`src/rtl/stack_pkg.sv`:
```
// stack_pkg: shared state encoding, default sizes and occupancy-to-state helper for the stack unit
package stack_pkg;

    typedef enum logic [1:0] {S_EMPTY, S_PART, S_FULL} stack_state_t;

    localparam int DEF_WIDTH = 8;
    localparam int DEF_DEPTH = 16;

    function automatic stack_state_t state_of(input int unsigned n, input int unsigned depth);
        return n == 0 ? S_EMPTY : n == depth ? S_FULL : S_PART;
    endfunction

endpackage

```
`src/rtl/param_stack_unit_if.sv`:
```
// param_stack_unit_if: stack command/status bundle; STACK_HWM_EN adds the high-water-mark signal
interface param_stack_unit_if #(
    parameter int WIDTH = stack_pkg::DEF_WIDTH,
    parameter int DEPTH = stack_pkg::DEF_DEPTH,
    parameter int CW    = $clog2(DEPTH) + 1
);

    logic             push;
    logic             pop;
    logic [WIDTH-1:0] din;
    logic             clr_err;
    logic [WIDTH-1:0] tos;
    logic [WIDTH-1:0] nos;
    logic [CW-1:0]    count;
    logic             empty;
    logic             full;
    logic             overflow;
    logic             underflow;

`ifdef STACK_HWM_EN
    logic [CW-1:0]    hwm;

    modport master (
        output push, pop, din, clr_err,
        input  tos, nos, count, empty, full, overflow, underflow, hwm
    );

    modport slave (
        input  push, pop, din, clr_err,
        output tos, nos, count, empty, full, overflow, underflow, hwm
    );
`else
    modport master (
        output push, pop, din, clr_err,
        input  tos, nos, count, empty, full, overflow, underflow
    );

    modport slave (
        input  push, pop, din, clr_err,
        output tos, nos, count, empty, full, overflow, underflow
    );
`endif

endinterface

```
`src/rtl/stack_regfile.sv`:
```
// stack_regfile: entry storage with one synchronous write port and two asynchronous read ports
module stack_regfile
    import stack_pkg::*;
#(
    parameter int WIDTH = DEF_WIDTH,
    parameter int DEPTH = DEF_DEPTH,
    parameter int AW    = $clog2(DEPTH)
) (
    input  logic             clk,
    input  logic             we,
    input  logic [AW-1:0]    waddr,
    input  logic [WIDTH-1:0] wdata,
    input  logic [AW-1:0]    raddr0,
    input  logic [AW-1:0]    raddr1,
    output logic [WIDTH-1:0] rdata0,
    output logic [WIDTH-1:0] rdata1
);

    logic [WIDTH-1:0] mem [DEPTH];

    // single write port; storage is never cleared, occupancy decides what is visible
    always_ff @(posedge clk) begin
        if (we) mem[waddr] <= wdata;
    end

    assign rdata0 = mem[raddr0];
    assign rdata1 = mem[raddr1];

endmodule

```
`src/rtl/param_stack_unit.sv`:
```
// param_stack_unit: LIFO stack with tos/nos peek, replace-on-push+pop and sticky errors; STACK_HWM_EN adds hwm
module param_stack_unit
    import stack_pkg::*;
#(
    parameter int WIDTH = DEF_WIDTH,
    parameter int DEPTH = DEF_DEPTH,
    parameter int CW    = $clog2(DEPTH) + 1
) (
    input logic clk,
    input logic rst,
    param_stack_unit_if.slave bus
);

    localparam int AW = $clog2(DEPTH);
    localparam logic [CW-1:0] FULL_CNT = CW'(DEPTH);

    stack_state_t     state;
    logic [CW-1:0]    count;
    logic [CW-1:0]    count_n;
    logic             empty_r;
    logic             full_r;
    logic             ovf_r;
    logic             udf_r;
    logic             inc;
    logic             dec;
    logic             we;
    logic             ovf_evt;
    logic             udf_evt;
    logic [AW-1:0]    waddr;
    logic [AW-1:0]    top_addr;
    logic [AW-1:0]    below_addr;
    logic [WIDTH-1:0] top_data;
    logic [WIDTH-1:0] below_data;

    assign top_addr   = AW'(count - CW'(1));
    assign below_addr = AW'(count - CW'(2));

    // push+pop on a non-empty stack overwrites the top; on an empty stack it degrades to a plain push
    always_comb begin
        inc     = bus.push && (bus.pop ? state == S_EMPTY : state != S_FULL);
        dec     = bus.pop && !bus.push && state != S_EMPTY;
        ovf_evt = bus.push && !bus.pop && state == S_FULL;
        udf_evt = bus.pop && !bus.push && state == S_EMPTY;
        we      = bus.push && !ovf_evt;
        waddr   = (bus.pop && state != S_EMPTY) ? top_addr : AW'(count);
        count_n = inc ? count + CW'(1) : dec ? count - CW'(1) : count;
    end

    // state, occupancy and sticky flags advance together; an error event outranks clr_err
    always_ff @(posedge clk) begin
        if (rst) begin
            state   <= S_EMPTY;
            count   <= '0;
            empty_r <= 1'b1;
            full_r  <= 1'b0;
            ovf_r   <= 1'b0;
            udf_r   <= 1'b0;
        end else begin
            state   <= state_of(32'(count_n), 32'(FULL_CNT));
            count   <= count_n;
            empty_r <= count_n == '0;
            full_r  <= count_n == FULL_CNT;
            ovf_r   <= ovf_evt || (ovf_r && !bus.clr_err);
            udf_r   <= udf_evt || (udf_r && !bus.clr_err);
        end
    end

`ifdef STACK_HWM_EN
    logic [CW-1:0] hwm;

    // high-water mark tracks the peak occupancy; only reset clears it
    always_ff @(posedge clk) begin
        hwm <= rst ? '0 : (count_n > hwm ? count_n : hwm);
    end

    assign bus.hwm = hwm;
`endif

    stack_regfile #(.WIDTH(WIDTH), .DEPTH(DEPTH), .AW(AW)) u_regfile (
        .clk    (clk),
        .we     (we),
        .waddr  (waddr),
        .wdata  (bus.din),
        .raddr0 (top_addr),
        .raddr1 (below_addr),
        .rdata0 (top_data),
        .rdata1 (below_data)
    );

    assign bus.tos       = count == '0 ? '0 : top_data;
    assign bus.nos       = count < CW'(2) ? '0 : below_data;
    assign bus.count     = count;
    assign bus.empty     = empty_r;
    assign bus.full      = full_r;
    assign bus.overflow  = ovf_r;
    assign bus.underflow = udf_r;

endmodule

```
`src/flat_wrapper.sv`:
```
// flat-port wrapper written by rule: the top's interface ports become plain ports
module param_stack_unit_flat import stack_pkg::*;
#(
    parameter int WIDTH = DEF_WIDTH,
    parameter int DEPTH = DEF_DEPTH,
    parameter int CW    = $clog2(DEPTH) + 1
)
  (clk, rst, bus_push, bus_pop, bus_din, bus_clr_err, bus_tos, bus_nos, bus_count, bus_empty, bus_full, bus_overflow, bus_underflow);
  param_stack_unit_if #(.WIDTH(WIDTH), .DEPTH(DEPTH), .CW(CW)) bus_i ();
  input logic clk;
  input logic rst;
  input wire logic [$bits(bus_i.push)-1:0] bus_push;
  input wire logic [$bits(bus_i.pop)-1:0] bus_pop;
  input wire logic [$bits(bus_i.din)-1:0] bus_din;
  input wire logic [$bits(bus_i.clr_err)-1:0] bus_clr_err;
  output wire logic [$bits(bus_i.tos)-1:0] bus_tos;
  output wire logic [$bits(bus_i.nos)-1:0] bus_nos;
  output wire logic [$bits(bus_i.count)-1:0] bus_count;
  output wire logic [$bits(bus_i.empty)-1:0] bus_empty;
  output wire logic [$bits(bus_i.full)-1:0] bus_full;
  output wire logic [$bits(bus_i.overflow)-1:0] bus_overflow;
  output wire logic [$bits(bus_i.underflow)-1:0] bus_underflow;
  assign bus_i.push = bus_push;
  assign bus_i.pop = bus_pop;
  assign bus_i.din = bus_din;
  assign bus_i.clr_err = bus_clr_err;
  assign bus_tos = bus_i.tos;
  assign bus_nos = bus_i.nos;
  assign bus_count = bus_i.count;
  assign bus_empty = bus_i.empty;
  assign bus_full = bus_i.full;
  assign bus_overflow = bus_i.overflow;
  assign bus_underflow = bus_i.underflow;
  param_stack_unit #(.WIDTH(WIDTH), .DEPTH(DEPTH), .CW(CW)) u_core (.clk(clk), .rst(rst), .bus(bus_i));
endmodule
```
`config.mk`:
```
export PLATFORM = sky130hd
export DESIGN_NAME = param_stack_unit_flat
export DESIGN_NICKNAME = d
export VERILOG_FILES = /design/src/rtl/stack_pkg.sv /design/src/rtl/param_stack_unit_if.sv /design/src/rtl/stack_regfile.sv /design/src/rtl/param_stack_unit.sv /design/src/flat_wrapper.sv
export SDC_FILE = /design/constraint.sdc
export NUM_CORES = 1
export LEC_CHECK = 0
export CORE_MARGIN = 3
export CORE_UTILIZATION = 55
export CTS_BUF_LIST = sky130_fd_sc_hd__clkbuf_16
export DETAILED_ROUTE_END_ITERATION = 10
export HOLD_SLACK_MARGIN = 0.06
export PLACE_DENSITY_LB_ADDON = 0.08
export SLEW_MARGIN = 20
export SYNTH_ARGS = -nofsm -noshare
export SYNTH_HDL_FRONTEND = slang
export SYNTH_SLANG_ARGS = --single-unit
```
`constraint.sdc`:
```
create_clock -name clk -period 3.15 [get_ports clk]
set_input_delay 0.315 -clock clk [delete_from_list [all_inputs] [get_ports clk]]
set_output_delay 0.315 -clock clk [all_outputs]
set_load 0.03 [all_outputs]
```
# Word level (Yosys, flattened, before mapping)
# Memory sizes are Yosys's and may differ from the RTL's.
# Cells that the tools add are included.
# totals
n_memories	1
ramBits	128
register_bits	11
input_bits	13
word_cells	44
# mem_list
memory	depth	width	rd	rd_clocked_by_memory_dff	write_ports	line_no	rtl
u_core.u_regfile.mem	16	8	2	0	1	stack_regfile.sv:19	logic [WIDTH-1:0] mem [DEPTH];
# op_classes
magnitude_cmp	1
mux	9
eq_ne	3
n_addsub	3
n_reduce_logical	21
# ops
operator	count
$mux W8	2
$logic_and A1 B1 Y1	10
$logic_not A5 Y1	2
$mux W5	2
$add A5 B1 Y5 const B	1
$eq A5 B5 Y1 const B	1
$lt A5 B2 Y1 const B	1
$sub A5 B1 Y5 const B	1
$logic_not A1 Y1	4
$mux W4	1
$sub A4 B2 Y4 const B	1
$mux W1	3
$eq A2 B2 Y1 const B	1
$logic_not A2 Y1	1
$logic_or A1 B1 Y1	2
$mux W2	1
$ne A2 B2 Y1 const B	1
$reduce_bool A2 Y1	1
$reduce_or A2 Y1	1

# Logic depth before layout (Yosys ltp)
# logic_depth
ltp_word	7
depth_mapped	12
mapped_depth_nobuf	7

# Cells and area by module
# From an unflattened synthesis, not the netlist that was laid out.
# hier_totals
hier_cells	413
hier_area_um2	7053.0
# modules_own_cells
module	area_each_um2	seq_area_each_um2	cells_each	instances
stack_regfile	6025.8	3843.7	291	1
param_stack_unit	1027.2	220.2	122	1

# Worst setup path before layout
# OpenSTA, ideal clock, no wires.
# synth_timing
kind	reg2out
startpoint	reg u_core.count[1] (netlist: u_core.bus.count[1])
endpoint	out bus_nos[5]
path_buffers	4
path_stages_with_launch	11
arrival_ns	2.823
required_ns	2.835
setup_slack_ns	0.012
path_cell_list	dfxtp_1 -> buf_4 -> inv_1 -> clkbuf_1 -> ha_1 -> buf_2 -> buf_2 -> mux4_2 -> and2_0 -> a211oi_2 -> a211oi_1
# synth_via
elab_chain_cells	3
# synth_rtl
element	line_no	rtl
from (decl)	param_stack_unit.sv:18	logic [CW-1:0] count;
from (signal assigned)	param_stack_unit.sv:60	count <= count_n;
$sub A4 B2 Y4	param_stack_unit.sv:36	assign below_addr = AW'(count - CW'(2));
$mem_v2 Z16 W8	--	
$mux W8 (*)	param_stack_unit.sv:91	assign bus.nos = count < CW'(2) ? '0 : below_data;
to (decl)	flat_wrapper.sv:17	output wire logic [$bits(bus_i.nos)-1:0] bus_nos;
# Mark *: on every way between the ends. The rest lies on a longest branch, timed or not.

# Final worst setup path
# layout_timing
startpoint	reg u_core.count[0] (netlist: u_core.bus.count[0])
endpoint	out bus_tos[7]
# layout_via
elab_chain_cells	3
# layout_rtl
element	line_no	rtl
$sub A5 B1 Y5	--	
$mem_v2 Z16 W8	--	
$mux W8 (*)	param_stack_unit.sv:90	assign bus.tos = count == '0 ? '0 : top_data;
to (decl)	flat_wrapper.sv:16	output wire logic [$bits(bus_i.tos)-1:0] bus_tos;
# Marks and branches as above.

==> key figures <==
Outcome
  • Outcome: finished clean

Global routing
  • Vias in the first global route: 4595
  • Largest net degree at the start of global routing: 65
  • Global route overflow: 0
  • First-pass GRT wire length: 26000 µm
  • Initial antenna violation count: 0
  • Total GRT Usage: 0.246

Detailed routing
  • Initial drt markers: 383
  • Drt total wl: 16600 µm
  • Post-detailed-route wirelength per cell: 23.0 µm
  • Metal-1 WL: 6920 µm
  • Vias: 4501
  • Top Metal Used: met4
  • WL met3: 992 µm
  • Drt drc: 0
  • Routed wl met2: 8370 µm
  • Vias per cell: 6.22
  • Post-route ant nets: 0
  • TritonRoute pass-1 iters: 5

Logic synthesis
  • Yosys warnings: 0
  • Post-synthesis sequential area ratio: 0.574
  • Async SR Flop Fraction: 0
  • EDFF count, synth: 128
  • Syn_area_per_cell: 14.4 µm²
  • Top cell type's share of synthesized area: 0.543
  • Post-synthesis xor/xnor area fraction: 0.0136
  • Complex-gate fraction of the synthesized area: 0.0714
  • Adder-Cell Fraction of Synth Area: 0.0106
  • Area contributors post-synth: edfxtp_1 (54%), mux4_2 (13%), nand2_1 (3.7%)
  • Main flop type after synthesis: edfxtp_1
  • Main combinational cell family by area after synthesis: multiplexers
  • Simple-gate share of the synthesized area: 0.0993
  • Syn nets: 510
  • Commonest cells in the netlist: edfxtp_1 (128), nand2_1 (70), mux4_2 (41), nor2_1 (36), nand3_1 (22)
  • Dominant cell type by area after synthesis: edfxtp_1
  • Most frequent cell after synthesis: edfxtp_1
  • Netlist Area Pre-Place: 7080 µm²
  • Mux share of post-synthesis cell area: 0.194
  • Seq cells post-synth: 139
  • Synth cell types: 55
  • Cells after Synth: 491

Timing
  • Max Fclk: 0.332 GHz
  • Slew Viols, Final: 0
  • Final setup fails: 0
  • Slew @ Worst Pin: 0.699 ns
  • Slew headroom: 0.533
  • Hold Worst Slack: 0.485 ns
  • Final TNS setup: 0 ns
  • Tmin final: 3.02 ns
  • RSZ-0062 raised after global routing: no
  • Final setup margin: 0.134 ns
  • Clock skew: 0.00513 ns
  • Period utilization: 0.957
  • Final Hold Vio Count: 0

Floorplanning
  • Die area: 14300 µm²
  • I/O Pins: 38
  • Placeable Area: 12300 µm²
  • Initial core utilization: 0.575
  • Core Rows: 40
  • Die X-Extent: 119 µm
  • Vert. Die Dim: 119 µm

Power and ir drop
  • Cell Pwr Density: 1040 nW/µm²
  • NetSw: 3.45 mW
  • Clock group share of total power: 0.226
  • Int Pwr: 5.18 mW
  • Peak VDD IR: 619 µV
  • Combinational power share: 0.508
  • Flop pwr share: 0.266
  • Switch share: 0.400
  • Leak pwr: 2.84 nW
  • Design Power: 8.63 mW

Setup path
  • Crit path DAT: 2.70 ns
  • Crit path cell chain: inv_1 -> ha_4 -> xor2_4 -> buf_4 -> mux2i_1 -> a32oi_1 -> a31oi_1 -> nor2_1 -> buf_4
  • Crit-path most repeated cell: buf_4
  • Crit. End Element: output port
  • Setup crit start kind: flop
  • CP peak stage delay: 0.35 ns
  • Worst Setup Path Type: reg2out
  • Critical path data required time: 2.83 ns
  • CP max FO: 16
  • Worst path slowest cell: dfxtp_4

Layout
  • NumNets Final: 562
  • FILL cells: 887
  • Proportion of layout cells with a drive suffix above 1: 0.243
  • Area delta synth->final: 17.3%
  • # diodes: 0

Clock network
  • CTS Buf Count: 17
  • Clk buf depth: 2
  • Post-CTS setup buffers: 0
  • H-tree Lvls: 4
  • Clk slew on worst S/H paths: 0.05 ns
  • Clock Latency Late Sink: 0.42 ns
  • Root Buffer: clkbuf_16
  • CTS Hold Bufs: 0
  • TritonCTS clock tree: yes
  • Clock sinks: 139

Place
  • Gpl congestion: 0.873
  • Port Buffers: 37
  • Dpl ws: 0.362 ns
  • DP HPWL: 11000 µm

Run
  • Max Cap Viol: 0

Min path
  • Hold Path Class: reg2reg
[stage by stage]
step	util	std cells	instance area, µm²
2_1_floorplan	-	491	7080
3_3_place_gp	0.623	692	7670
3_5_place_dp	0.623	692	7670
4_1_cts	0.672	724	8280
5_1_grt	0.675	724	8310
6_report	0.675	724	8310
[placed cells by master (no fill, tap or decap), types with 7 or more instances in the layout]
cell	netlist	final
a211oi_1	14	14
a21oi_1	7	7
a31oi_1	8	8
a32oi_1	8	8
and2_1	9	9
buf_4	7	46
clkbuf_16	0	17
clkdlybuf4s50_1	0	21
dfxtp_1	11	10
edfxtp_1	128	128
inv_1	6	7
mux2i_1	18	18
mux4_1	9	9
mux4_2	41	41
nand2_1	70	70
nand3_1	22	22
nor2_1	36	34
[worst max-delay path: cells and delay by family (launching register included)]
family / cells / cell delay (ns)
buffers and inverters: 3 / 0.69
AOI/OAI and AO/OA: 2 / 0.33
DFF: 1 / 0.35
muxes: 1 / 0.22
adders and majority gates: 1 / 0.29
xor gates and xnor gates: 1 / 0.33
and+or+nand+nor: 1 / 0.08
[repair_timing]
action / 4_1_cts / 5_1_grt
gates resized for setup: 5 / 6
setup endpoints to repair: 8 / 12
hold endpoints to repair: 0 / 0
[routing by layer]
layer / vias up / global-route usage
met5: - / 0
met4: 0 / 0.0974
met3: 25 / 0.0401
met2: 167 / 0.408
met1: 2274 / 0.330
li1: 2035 / -
[final timing paths]
check                                    endpoint                            from  depth (start not counted)  slack (ns)
max                                    bus_tos[7]  u_core.bus.count[0]$_SDFF_PP0_                          9        0.13
min                u_core.bus.overflow$_SDFF_PP0_  u_core.bus.overflow$_SDFF_PP0_                          2        0.49
max reg2reg  u_core.u_regfile.mem[5][2]$_DFFE_PP_  u_core.bus.count[1]$_SDFF_PP0_                         10        0.53
min reg2reg        u_core.bus.overflow$_SDFF_PP0_  u_core.bus.overflow$_SDFF_PP0_                          2        0.49
[flip-flops by register name, summed over array words and instances, names as in the netlist]
signal,cells
u_core.bus.overflow,1
u_core.state,2
u_core.bus.count,5
u_core.bus.full,1
u_core.u_regfile.mem,128
u_core.bus.underflow,1
u_core.bus.empty,1
[kinds of logic after synthesis]
kind of cell / count (synthesis)
adders and majority gates: 6
muxes: 70
and+or+nand+nor: 155
xor gates and xnor gates: 11
buffers and inverters: 43
DFF: 139
AOI/OAI and AO/OA: 67
[power groups by stage]
stage | Combinational [mW] | Sequential (mW) | Clock, mW
after detailed placement | 4.28 | 2.33 | 0
final | 4.38 | 2.30 | 1.95
after CTS | 4.34 | 2.29 | 1.97
after floorplan | 2.96 | 2.34 | 0
after global routing | 4.69 | 2.31 | 2.07
after global placement | 4.25 | 2.32 | 0
[layout make-up]
class / count / area, µm² / area share
Sequential cell: 139 / 4070 / 0.489
Multi-Input combinational cell: 309 / 2830 / 0.340
Timing Repair Buffer: 70 / 599 / 0.0721
Clock buffer: 17 / 425 / 0.0512
Tap cell: 168 / 210 / 0.0253
Clock inverter: 15 / 156 / 0.0188
Inverter: 6 / 22.5 / 0.00271
(Power assumes the default switching activity.)
